**src/rtl/atree_pipe_if.sv**
```systemverilog
// Beat/result bundle for atree_pipe: operand beats flow in, tree sums and frame totals flow out.
// The master drives beats; the slave (the tree) drives results.
interface atree_pipe_if #(
  parameter int IN_WIDTH  = 8,
  parameter int LEVELS    = 4,
  parameter int ACC_WIDTH = IN_WIDTH + LEVELS + 8
);
  logic                                 in_valid;
  logic                                 in_last;
  logic [(1<<LEVELS)-1:0][IN_WIDTH-1:0] inputs;
  logic                                 out_valid;
  logic [IN_WIDTH+LEVELS-1:0]           out;
  logic                                 acc_valid;
  logic [ACC_WIDTH-1:0]                 acc;
  logic                                 acc_ovf;

  modport master (
    output in_valid, in_last, inputs,
    input  out_valid, out, acc_valid, acc, acc_ovf
  );

  modport slave (
    input  in_valid, in_last, inputs,
    output out_valid, out, acc_valid, acc, acc_ovf
  );
endinterface

```
**src/rtl/atree_pipe.sv**
```systemverilog
// Pipelined adder tree: one register stage per level, valid/last sideband shifted alongside,
// and a frame accumulator that reports the running total on each last-tagged beat.
module atree_pipe #(
  parameter int IN_WIDTH  = 8,
  parameter int LEVELS    = 4,
  parameter int SIGNED    = 0,
  parameter int ACC_WIDTH = IN_WIDTH + LEVELS + 8
) (
  input logic        clk,
  input logic        rst,
  atree_pipe_if.slave bus
);
  localparam int N  = 1 << LEVELS;
  localparam int OW = IN_WIDTH + LEVELS;
  localparam bit SX = (SIGNED != 0);

  // Bit offset of level l inside the flat register vector; level l holds N>>l words of IN_WIDTH+l bits.
  function automatic int lvl_off(input int l);
    int o;
    o = 0;
    for (int j = 1; j < l; j++) o += (N >> j) * (IN_WIDTH + j);
    return o;
  endfunction

  localparam int TOT = lvl_off(LEVELS + 1);

  logic [TOT-1:0]    tree_q;
  logic [LEVELS-1:0] valid_q;
  logic [LEVELS-1:0] last_q;

  for (genvar gi = 1; gi <= LEVELS; gi++) begin : g_lvl
    localparam int W   = IN_WIDTH + gi;
    localparam int OFF = lvl_off(gi);
    for (genvar gj = 0; gj < (N >> gi); gj++) begin : g_node
      logic [W-2:0] a_w;
      logic [W-2:0] b_w;
      logic [W-1:0] sum_d;
      if (gi == 1) begin : g_src_in
        assign a_w = bus.inputs[2*gj];
        assign b_w = bus.inputs[2*gj+1];
      end else begin : g_src_lvl
        localparam int POFF = lvl_off(gi - 1);
        assign a_w = tree_q[POFF + (2*gj)*(W-1) +: W-1];
        assign b_w = tree_q[POFF + (2*gj+1)*(W-1) +: W-1];
      end
      assign sum_d = {SX & a_w[W-2], a_w} + {SX & b_w[W-2], b_w};
      always_ff @(posedge clk) begin
        if (rst) tree_q[OFF + gj*W +: W] <= '0;
        else     tree_q[OFF + gj*W +: W] <= sum_d;
      end
    end
  end

  logic [OW-1:0]        fin_sum;
  logic                 fin_valid;
  logic                 fin_last;
  logic [ACC_WIDTH-1:0] ext_w;

  assign fin_sum   = tree_q[TOT-1 -: OW];
  assign fin_valid = valid_q[LEVELS-1];
  assign fin_last  = last_q[LEVELS-1];

  if (ACC_WIDTH > OW) begin : g_ext
    assign ext_w = {{(ACC_WIDTH-OW){SX & fin_sum[OW-1]}}, fin_sum};
  end else begin : g_noext
    assign ext_w = fin_sum;
  end

  logic [ACC_WIDTH-1:0] acc_q, acc_d, base_w, acc_rep_q;
  logic                 ovf_q, ovf_d, carry_w, wrap_w;
  logic                 sof_q, acc_valid_q, acc_ovf_q;

  // A zero base at start-of-frame loads the new total and can never wrap.
  always_comb begin
    base_w           = sof_q ? '0 : acc_q;
    {carry_w, acc_d} = {1'b0, base_w} + {1'b0, ext_w};
    wrap_w           = SX ? ((base_w[ACC_WIDTH-1] == ext_w[ACC_WIDTH-1]) &&
                             (acc_d[ACC_WIDTH-1] != base_w[ACC_WIDTH-1]))
                          : carry_w;
    ovf_d            = (~sof_q & ovf_q) | wrap_w;
  end

  always_ff @(posedge clk) begin
    if (rst) begin
      valid_q     <= '0;
      last_q      <= '0;
      acc_q       <= '0;
      ovf_q       <= 1'b0;
      sof_q       <= 1'b1;
      acc_valid_q <= 1'b0;
      acc_rep_q   <= '0;
      acc_ovf_q   <= 1'b0;
    end else begin
      valid_q     <= LEVELS'({valid_q, bus.in_valid});
      last_q      <= LEVELS'({last_q, bus.in_valid & bus.in_last});
      acc_valid_q <= fin_valid & fin_last;
      if (fin_valid) begin
        acc_q <= acc_d;
        ovf_q <= ovf_d;
        sof_q <= fin_last;
        if (fin_last) begin
          acc_rep_q <= acc_d;
          acc_ovf_q <= ovf_d;
        end
      end
    end
  end

  assign bus.out_valid = fin_valid;
  assign bus.out       = fin_sum;
  assign bus.acc_valid = acc_valid_q;
  assign bus.acc       = acc_rep_q;
  assign bus.acc_ovf   = acc_ovf_q;
endmodule

```
**src/flat_wrapper.sv**
```systemverilog
// flat-port wrapper written by rule: the top's interface ports become plain ports
module atree_pipe_flat 
#(
  parameter int IN_WIDTH  = 8,
  parameter int LEVELS    = 4,
  parameter int SIGNED    = 0,
  parameter int ACC_WIDTH = IN_WIDTH + LEVELS + 8
)
  (clk, rst, bus_in_valid, bus_in_last, bus_inputs, bus_out_valid, bus_out, bus_acc_valid, bus_acc, bus_acc_ovf);
  atree_pipe_if #(.IN_WIDTH(IN_WIDTH), .LEVELS(LEVELS), .ACC_WIDTH(ACC_WIDTH)) bus_i ();
  input logic clk;
  input logic rst;
  input wire logic [$bits(bus_i.in_valid)-1:0] bus_in_valid;
  input wire logic [$bits(bus_i.in_last)-1:0] bus_in_last;
  input wire logic [$bits(bus_i.inputs)-1:0] bus_inputs;
  output wire logic [$bits(bus_i.out_valid)-1:0] bus_out_valid;
  output wire logic [$bits(bus_i.out)-1:0] bus_out;
  output wire logic [$bits(bus_i.acc_valid)-1:0] bus_acc_valid;
  output wire logic [$bits(bus_i.acc)-1:0] bus_acc;
  output wire logic [$bits(bus_i.acc_ovf)-1:0] bus_acc_ovf;
  assign bus_i.in_valid = bus_in_valid;
  assign bus_i.in_last = bus_in_last;
  assign bus_i.inputs = bus_inputs;
  assign bus_out_valid = bus_i.out_valid;
  assign bus_out = bus_i.out;
  assign bus_acc_valid = bus_i.acc_valid;
  assign bus_acc = bus_i.acc;
  assign bus_acc_ovf = bus_i.acc_ovf;
  atree_pipe #(.IN_WIDTH(IN_WIDTH), .LEVELS(LEVELS), .SIGNED(SIGNED), .ACC_WIDTH(ACC_WIDTH)) u_core (.clk(clk), .rst(rst), .bus(bus_i));
endmodule
```
**config.mk**
```make
export PLATFORM = sky130hd
export DESIGN_NAME = atree_pipe_flat
export DESIGN_NICKNAME = d
export VERILOG_FILES = /design/src/rtl/atree_pipe_if.sv /design/src/rtl/atree_pipe.sv /design/src/flat_wrapper.sv
export SDC_FILE = /design/constraint.sdc
export NUM_CORES = 1
export LEC_CHECK = 0
export ABC_AREA = 1
export CAP_MARGIN = 20
export CORE_AREA = 2 2 165 167
export CTS_BUF_LIST = sky130_fd_sc_hd__clkbuf_2
export CTS_CLUSTER_SIZE = 16
export DETAILED_ROUTE_END_ITERATION = 8
export DIE_AREA = 0 0 167 169
export GPL_TIMING_DRIVEN = 0
export PLACE_DENSITY = 0.67
export SLEW_MARGIN = 5
export SYNTH_ARGS = -nofsm -noshare
export SYNTH_HDL_FRONTEND = slang
export SYNTH_SLANG_ARGS = --single-unit
```
**constraint.sdc**
```tcl
create_clock -name clk -period 2.6 [get_ports clk]
set_input_delay 0.26 -clock clk [delete_from_list [all_inputs] [get_ports clk]]
set_output_delay 0.26 -clock clk [all_outputs]
set_load 0.03 [all_outputs]
```
# Yosys cells after proc, flatten, opt, wreduce, memory -nomap -nowiden
# Index checks and enable logic that the tools add are counted.
[totals] register_bits=198 wordCells=46 in_bits=132 out_inout_bits=35
[classes] reduce_logical=1 n_addsub=16 n_bitwise=5 muxes=1
[ops] op="$add A8 B8 Y9" count=8
[ops] op="$add A9 B9 Y10" count=4
[ops] op="$add A10 B10 Y11" count=2
[ops] op="$add A20 B12 Y21" count=1
[ops] op="$mux W20" count=1
[ops] op="$add A11 B11 Y12" count=1
[ops] op="$and A1 B1 Y1" count=3
[ops] op="$reduce_and A2 Y1" count=1
[ops] op="$not A1 Y1" count=1
[ops] op="$or A1 B1 Y1" count=1

# Logic depth before layout (Yosys ltp)
# Gate-level depths: netlist (run 1).
[depth] ltp_word=3 depth_mapped=16 depth_no_buf=15

# Worst setup path before layout (run 1)
# Ideal clock, no wire load.
[synth_timing] kind="flip-flop to flip-flop" startpoint="register u_core.sof_q" endpoint="register u_core.acc_q[12]" stages_incl_launch_ff=16 slack_ns=0.334 path_buffers=2 setup_time_ns=0.109 arrival_time_ns=2.157 period_less_slack_ns=2.266 t_required_ns=2.491 path_cell_list="dfxtp_1 buf_6 clkbuf_1 nor2_1 ha_1 fa_1 nand3_1 nand3_1 nand2_1 nand2_1 nand2_1 nand2_1 o21ai_0 nand3_1 nand2_1 inv_1"
[synth_between] elab_chain_len=2
[synth_rtl] element="start: declaration" line_no="atree_pipe.sv:71" source="logic sof_q, acc_valid_q, acc_ovf_q;"
[synth_rtl] element="start signal: assignment" line_no="atree_pipe.sv:100" source="sof_q <= fin_last;"
[synth_rtl] element="$mux W20" line_no="atree_pipe.sv:75" source="base_w = sof_q ? '0 : acc_q;"
[synth_rtl] element="$add A20 B12 Y21" line_no="atree_pipe.sv:76" source="{carry_w, acc_d} = {1'b0, base_w} + {1'b0, ext_w};"
[synth_rtl] element="end signal: assignment" line_no="atree_pipe.sv:87" source="acc_q <= '0;"
[synth_rtl] element="end signal: assignment" line_no="atree_pipe.sv:98" source="acc_q <= acc_d;"
[synth_rtl] element="end: declaration" line_no="atree_pipe.sv:69" source="logic [ACC_WIDTH-1:0] acc_q, acc_d, base_w, acc_rep_q;"
# Every way passes these cells.
# A chain may end at the register's enable or synchronous reset.

# Worst setup path after layout (run 1)
[layout_timing] startpoint="register u_core.sof_q" endpoint="register u_core.acc_rep_q[12], in the netlist u_core.bus.acc[12]"
[layout_between] elab_chain_len=2
[layout_rtl] element="$mux W20" line_no="atree_pipe.sv:75"
[layout_rtl] element="$add A20 B12 Y21" line_no="atree_pipe.sv:76"
[layout_rtl] element="end signal: assignment" line_no="atree_pipe.sv:91" source="acc_rep_q <= '0;"
[layout_rtl] element="end signal: assignment" line_no="atree_pipe.sv:102" source="acc_rep_q <= acc_d;"
[layout_rtl] element="end: declaration" line_no="atree_pipe.sv:69"
# Every way passes these cells.

==> results of run 1 <==
## state kept, by name, indices dropped and copies added (netlist names)
name	flops
u_core.ovf_q	1
u_core.bus.acc	20
u_core.valid_q	4
u_core.acc_q	20
u_core.g_lvl.g_node.a_w	67
u_core.sof_q	1
u_core.bus.acc_valid	1
u_core.bus.acc_ovf	1
u_core.g_lvl.g_node.b_w	67
u_core.last_q	4
u_core.bus.out	12
## worst max-delay path: cells and delay by family (launching register included)
kind	cells	cell delay (ns)
buffers and inverters	2	0.34
DFF	1	0.41
adders and majority gates	2	0.58
and+or+nand+nor	10	0.92
AOI/OAI and AO/OA	1	0.10
## kinds of logic (layout without fill, tap and decap cells)
logic type / count (synthesis) / in the layout / share of synthesized area
other: 0 / 1 / 0
flip-flops: 198 / 198 / 0.3370
buffers and inverters: 267 / 468 / 0.08755
AND/OR/NAND/NOR: 605 / 605 / 0.2130
AO/OA/AOI/OAI: 370 / 370 / 0.1764
adder cells (fa/ha/maj): 159 / 159 / 0.1794
XOR/XNOR: 9 / 9 / 0.006702
## placed cells by master, fill, tap and decap left out, types with 24 or more instances in the layout
master and count:
a21oi_1 185, clkdlybuf4s50_1 165, dfxtp_1 197, ha_1 142
inv_1 235, nand2_1 316, nand3_1 71, nor2_1 158
nor3_1 24, o21ai_0 98
## how the worst max path moves through the flow
stage / end / slack, ns / depth (start not counted)
after global placement: u_core.bus.acc[12] / -0.25 / 15
after CTS: u_core.bus.acc[14] / 0.002 / 15
after detailed placement: u_core.bus.acc[12] / -0.30 / 15
after global routing: u_core.bus.acc[12] / 0.05 / 15
after floorplan: u_core.acc_q[12] / 0.33 / 15
final: u_core.bus.acc[12] / 0.20 / 15
## routing by layer
layer | wire length [um] | global-route usage | up-vias
met2 | 13650 | 0.3643 | 253
met5 | 0 | 0 | -
li1 | - | - | 5706
met3 | 1251 | 0.02642 | 22
met4 | 325 | 0.04835 | 0
met1 | 13910 | 0.2778 | 4758
## layout make-up
cell class,count,area [um2]
antenna,1,2.502
buffer,28,132.6
clock buffer,18,90.09
clock inverter,14,214.0
fill,2599,12300
inverter,239,904.6
multi-input combinational,1143,6778
sequential,198,3965
tap,341,426.7
timing repair buffer,169,1692
## stage by stage
stage                     instances  setup TNS [ns]  instance area, um2    util
after floorplan                1608               0               11760       -
after global placement         2114          -1.582               13840  0.5222
after detailed placement       2114          -2.325               13840  0.5222
after CTS                      2150               0               14190  0.5356
after global routing           2151               0               14200  0.5360
final                          2151               0               14200  0.5360
## power groups by stage
| stage | clock network [mW] | registers, mW | logic, mW |
|---|---|---|---|
| after CTS | 1.80 | 3.54 | 2.26 |
| after global placement | 0 | 3.60 | 2.21 |
| final | 1.76 | 3.54 | 2.26 |
| after global routing | 1.93 | 3.57 | 2.59 |
| after floorplan | 0 | 3.61 | 1.47 |
| after detailed placement | 0 | 3.59 | 2.24 |
## what timing repair did
item,in CTS,in global routing
endpoints found under the hold margin,3,0
resized for setup,4,4
setup endpoints to repair,21,9
hold buffers,4,0
==> impl_metrics.tcl, run 1 <==
set metrics [dict create \
    yosys_register_bits 198 \
    crit_path_frequent_cell "nand2_1" \
    finClkSkew_ns 0.04513 \
    synth_nets 1899 \
    ys_seq_area_frac 0.3370 \
    slowest_stage "dfxtp_2" \
    leakage_nw 6.898 \
    critPathCaptureType "flip-flop" \
    maxCapViolCount 0 \
    drv_slew 0 \
    crit_path_start_kind "flip-flop" \
    hold_depth 4 \
    drcViolationCount 0 \
    area_growth_pct 20.78 \
    cts_buffer_depth 2 \
    setup_viol 0 \
    cp.arrival_ns 3.17 \
    dr.pass1.iters 5 \
    dieArea_mm2 0.02822 \
    power_mw 7.558 \
    regToRegEndpoint "u_core.bus.acc[12]" \
    synth_top_area_share 0.3370 \
    worst_skew_pair.late_latency_ns 0.82 \
    track_usage 0.2095 \
    cp.required_ns 3.38 \
    core_area_mm2 0.02650 \
    antenna_found_initial 1 \
    syn_area_per_cell_um2 7.314 \
    grt-ovfl-total 0 \
    finalWorstSetupSlack_ns 0.2043 \
    vias 10739 \
    reg2reg_from "u_core.sof_q" \
    vdd_ir_drop_max_mv 0.2773 \
    p_switching_mw 2.650 \
    synth_area_mm2 0.01176 \
    die_w_um 167 \
    io_buffers 165 \
    die_h_um 169 \
    clkSinkCount 198 \
    htree_levels 4 \
    num_rows 60 \
    yosys_most_used_dff "dfxtp_1" \
    synth_cells 1608 \
    min_from "bus_inputs[72]" \
    power.density_mw_per_mm2 532.1 \
    drt_iter0_markers 582 \
    gp_congestion 0.9143 \
    numCtsBuffers 17 \
    nets 2087 \
    path_class "reg -> reg" \
    cts_tree "built" \
    synth_most_common_cell "nand2_1" \
    synth_area_leader_cell "dfxtp_1" \
    crit_fanout 10 \
    r2r_slack_ns 0.20 \
    fin_hold_ws_ns 0.1544 \
    dp_hpwl_um 23140 \
    routed_wl_um 29140 \
    synth_area_leaders "dfxtp_1, ha_1, nand2_1, a21oi_1, inv_1" \
    fmax_mhz 417.4 \
    pin_count 167 \
    crit_chain "buf_6 -> buf_6 -> nor2_1 -> ha_2 -> fa_2 -> nand3_1 -> nand3_2 -> nand2_1 -> nand2_1 -> nand2_1 -> nand2_1 -> o21ai_0 -> nand2_1 -> nand2_1 -> nand2_1" \
    grt_max_degree 20 \
    finalCritPeriodShare 0.9214 \
    synth_cell_types 38 \
    status "complete, no violations" \
    hold_class "in -> reg" \
    synth_edf_count 0 \
    fin_crit_ns 2.396 \
    slew_headroom 0.2813 \
    clkTransAtPathRegs_ns 0.33 \
    start_util 0.4438 \
    hold_end "u_core.g_lvl[2].g_node[2].a_w[0]" \
    max_stage_delay_ns 0.41 \
    reg2reg_depth 15 \
    worst_pin_slew_ns 1.078 \
    dpl_worst_slack_ns -0.2998 \
    ys_async_sr_fraction 0 \
    synth.top_cells.by_count "nand2_1, inv_1, dfxtp_1" \
    clkPwrFrac 0.233 \
    p_int_mw 4.907 \
    grt_pass1_wl_um 48410 \
    drt.antenna.violating_nets 0 \
    drive_above_1_share 0.03427 \
    grt_pass1_vias 10234 \
    crit_path_start "u_core.sof_q" \
    hold_viol 0 \
    vias_per_cell 4.993 \
    power.share.combinational 0.299 \
    rsz0062_at_grt "false" \
    seqPwrFrac 0.468 \
    yosysWarnings 0 \
    post_cts_buffers 0 \
    wl_per_cell_um 13.55 \
    cts-root-buf "clkbuf_2" \
    switching_share 0.3507 \
]
No activity file was read; power rests on OpenSTA's default activity.
==> run 2, diff against run 1 <==
Settings changed: RECOVER_POWER set to 25.
==> run 2 against run 1 <==
Flip-flop and latch count unchanged; non-clock buffer count did not move; register-to-register slack hardly changed; clock power about the same; critical path type unchanged.
==> impl_metrics.tcl, run 2 (synthesized netlist as in run 1, its figures left out) <==
set metrics [dict create \
    status "complete, no violations" \
    leakage_nw 6.895 \
    gp_congestion 0.9143 \
    numCtsBuffers 17 \
    cts-root-buf "clkbuf_2" \
    grt_pass1_wl_um 48410 \
    drive_above_1_share 0.03261 \
    instances_no_fill 2151 \
    regToRegEndpoint "u_core.bus.acc[12]" \
    drcViolationCount 0 \
    vias_per_cell 5.009 \
    grt_max_degree 20 \
    drv_slew 0 \
    use_met2 0.3643 \
    antenna_found_initial 1 \
    slew_headroom 0.2796 \
    track_usage 0.2095 \
    die_w_um 167 \
    setup_viol 0 \
    fmax_mhz 417.4 \
    hold_end "u_core.g_lvl[2].g_node[2].a_w[0]" \
    reg2reg_from "u_core.sof_q" \
    drt.antenna.violating_nets 0 \
    crit_fanout 10 \
    max_stage_delay_ns 0.41 \
    dr.pass1.iters 5 \
    vdd_ir_drop_max_mv 0.2773 \
    grt-ovfl-total 0 \
    critPathCaptureType "flip-flop" \
    dp_cells 2114 \
    min_from "bus_inputs[72]" \
    drt_iter0_markers 579 \
    fin_hold_ws_ns 0.1578 \
    power.density_mw_per_mm2 531.9 \
    fin_crit_ns 2.396 \
    cts_buffer_depth 2 \
    fin_util 0.5359 \
    grt_pass1_vias 10234 \
    routed_wl_um 29150 \
    path_class "reg -> reg" \
    layout_commonest_cell "nand2_1" \
    worst-path-buf-inv 2 \
    post_cts_buffers 0 \
    htree_levels 4 \
    worst_pin_slew_ns 1.081 \
    start_util 0.4438 \
    core_area_mm2 0.02650 \
    crit_family "simple AND/OR/NAND/NOR gates" \
    wl_per_cell_um 13.55 \
    worst_skew_pair.late_latency_ns 0.81 \
    hold_depth 4 \
    cp.required_ns 3.37 \
    crit_chain "buf_6 -> buf_6 -> nor2_1 -> ha_2 -> fa_2 -> nand3_1 -> nand3_2 -> nand2_1 -> nand2_1 -> nand2_1 -> nand2_1 -> o21ai_0 -> nand2_1 -> nand2_1 -> nand2_1" \
    hold_class "in -> reg" \
    die_h_um 169 \
    r2r_slack_ns 0.20 \
    cp.arrival_ns 3.17 \
    dieArea_mm2 0.02822 \
    maxCapViolCount 0 \
    crit_path_start_kind "flip-flop" \
    clkSinkCount 198 \
    crit_path_frequent_cell "nand2_1" \
    num_rows 60 \
    finClkSkew_ns 0.04511 \
    cts_tree "built" \
    vias 10775 \
    use_met3 0.02642 \
    clkTransAtPathRegs_ns 0.33 \
    globalRoute.busiestLayer "met2" \
    slowest_stage "dfxtp_2" \
    gr-usage-met1 0.2778 \
    layout_common_cells "nand2_1, inv_1, dfxtp_1" \
    io_buffers 165 \
    pin_count 167 \
    reg2reg_depth 15 \
    area_growth_pct 20.76 \
    finalCritPeriodShare 0.9215 \
    fillers 2601 \
    power_mw 7.554 \
    rsz0062_at_grt "false" \
    hold_viol 0 \
    dp_hpwl_um 23140 \
    nets 2087 \
]
==> run 2: cell type report <==
class                           instances  area, um2  share of cell area
Antenna cell                            1      2.502           0.0001762
Buffer                                 28      130.1            0.009162
Clock buffer                           18      90.09            0.006343
Clock inverter                         14      214.0             0.01506
Inverter                              239      904.6             0.06369
Multi-Input combinational cell       1143       6778              0.4772
Sequential cell                       198       3965              0.2792
Tap cell                              341      426.7             0.03004
Timing Repair Buffer                  169       1692              0.1191
==> run 2: worst min-delay path, stage by stage <==
cell             delay, ns
clkdlybuf4s50_1       0.45
ha_1                  0.12
inv_1                 0.04
nor2_1                0.06
==> run 2: repair_timing <==
item                                    CTS  global route
hold buffers                              4             0
pin swaps                                 0             0
hold endpoints to repair                  3             0
endpoints found under the setup margin   21             9
resized for setup                         4             4
==> run 2: stage by stage <==
stage / setup slack [ns] / TNS, ns / instance area [um2]
5_1_grt: 0.05216 / 0 / 14200
3_3_place_gp: -0.2460 / -1.582 / 13840
2_1_floorplan: 0.3340 / 0 / 11760
3_5_place_dp: -0.2998 / -2.325 / 13840
4_1_cts: 0.002282 / 0 / 14190
6_report: 0.2041 / 0 / 14200
==> run 2: per-layer routing <==
layer	vias to the layer above	wire, um
met2	259	13710
met4	0	299
met5	-	0
li1	5708	-
met1	4788	13880
met3	20	1265
==> run 2: worst max-delay path by stage <==
stage / startpoint / to / slack, ns / cells past startpoint
after floorplan: u_core.sof_q / u_core.acc_q[12] / 0.33 / 15
after global placement: u_core.sof_q / u_core.bus.acc[12] / -0.25 / 15
after detailed placement: u_core.sof_q / u_core.bus.acc[12] / -0.30 / 15
after CTS: u_core.sof_q / u_core.bus.acc[14] / 0.002 / 15
after global routing: u_core.sof_q / u_core.bus.acc[12] / 0.05 / 15
final: u_core.sof_q / u_core.bus.acc[12] / 0.20 / 15
==> run 2: where the power goes <==
group | switching (mW) | internal (mW)
registers | 0.164 | 3.37
logic | 1.32 | 0.936
clock network | 1.16 | 0.599
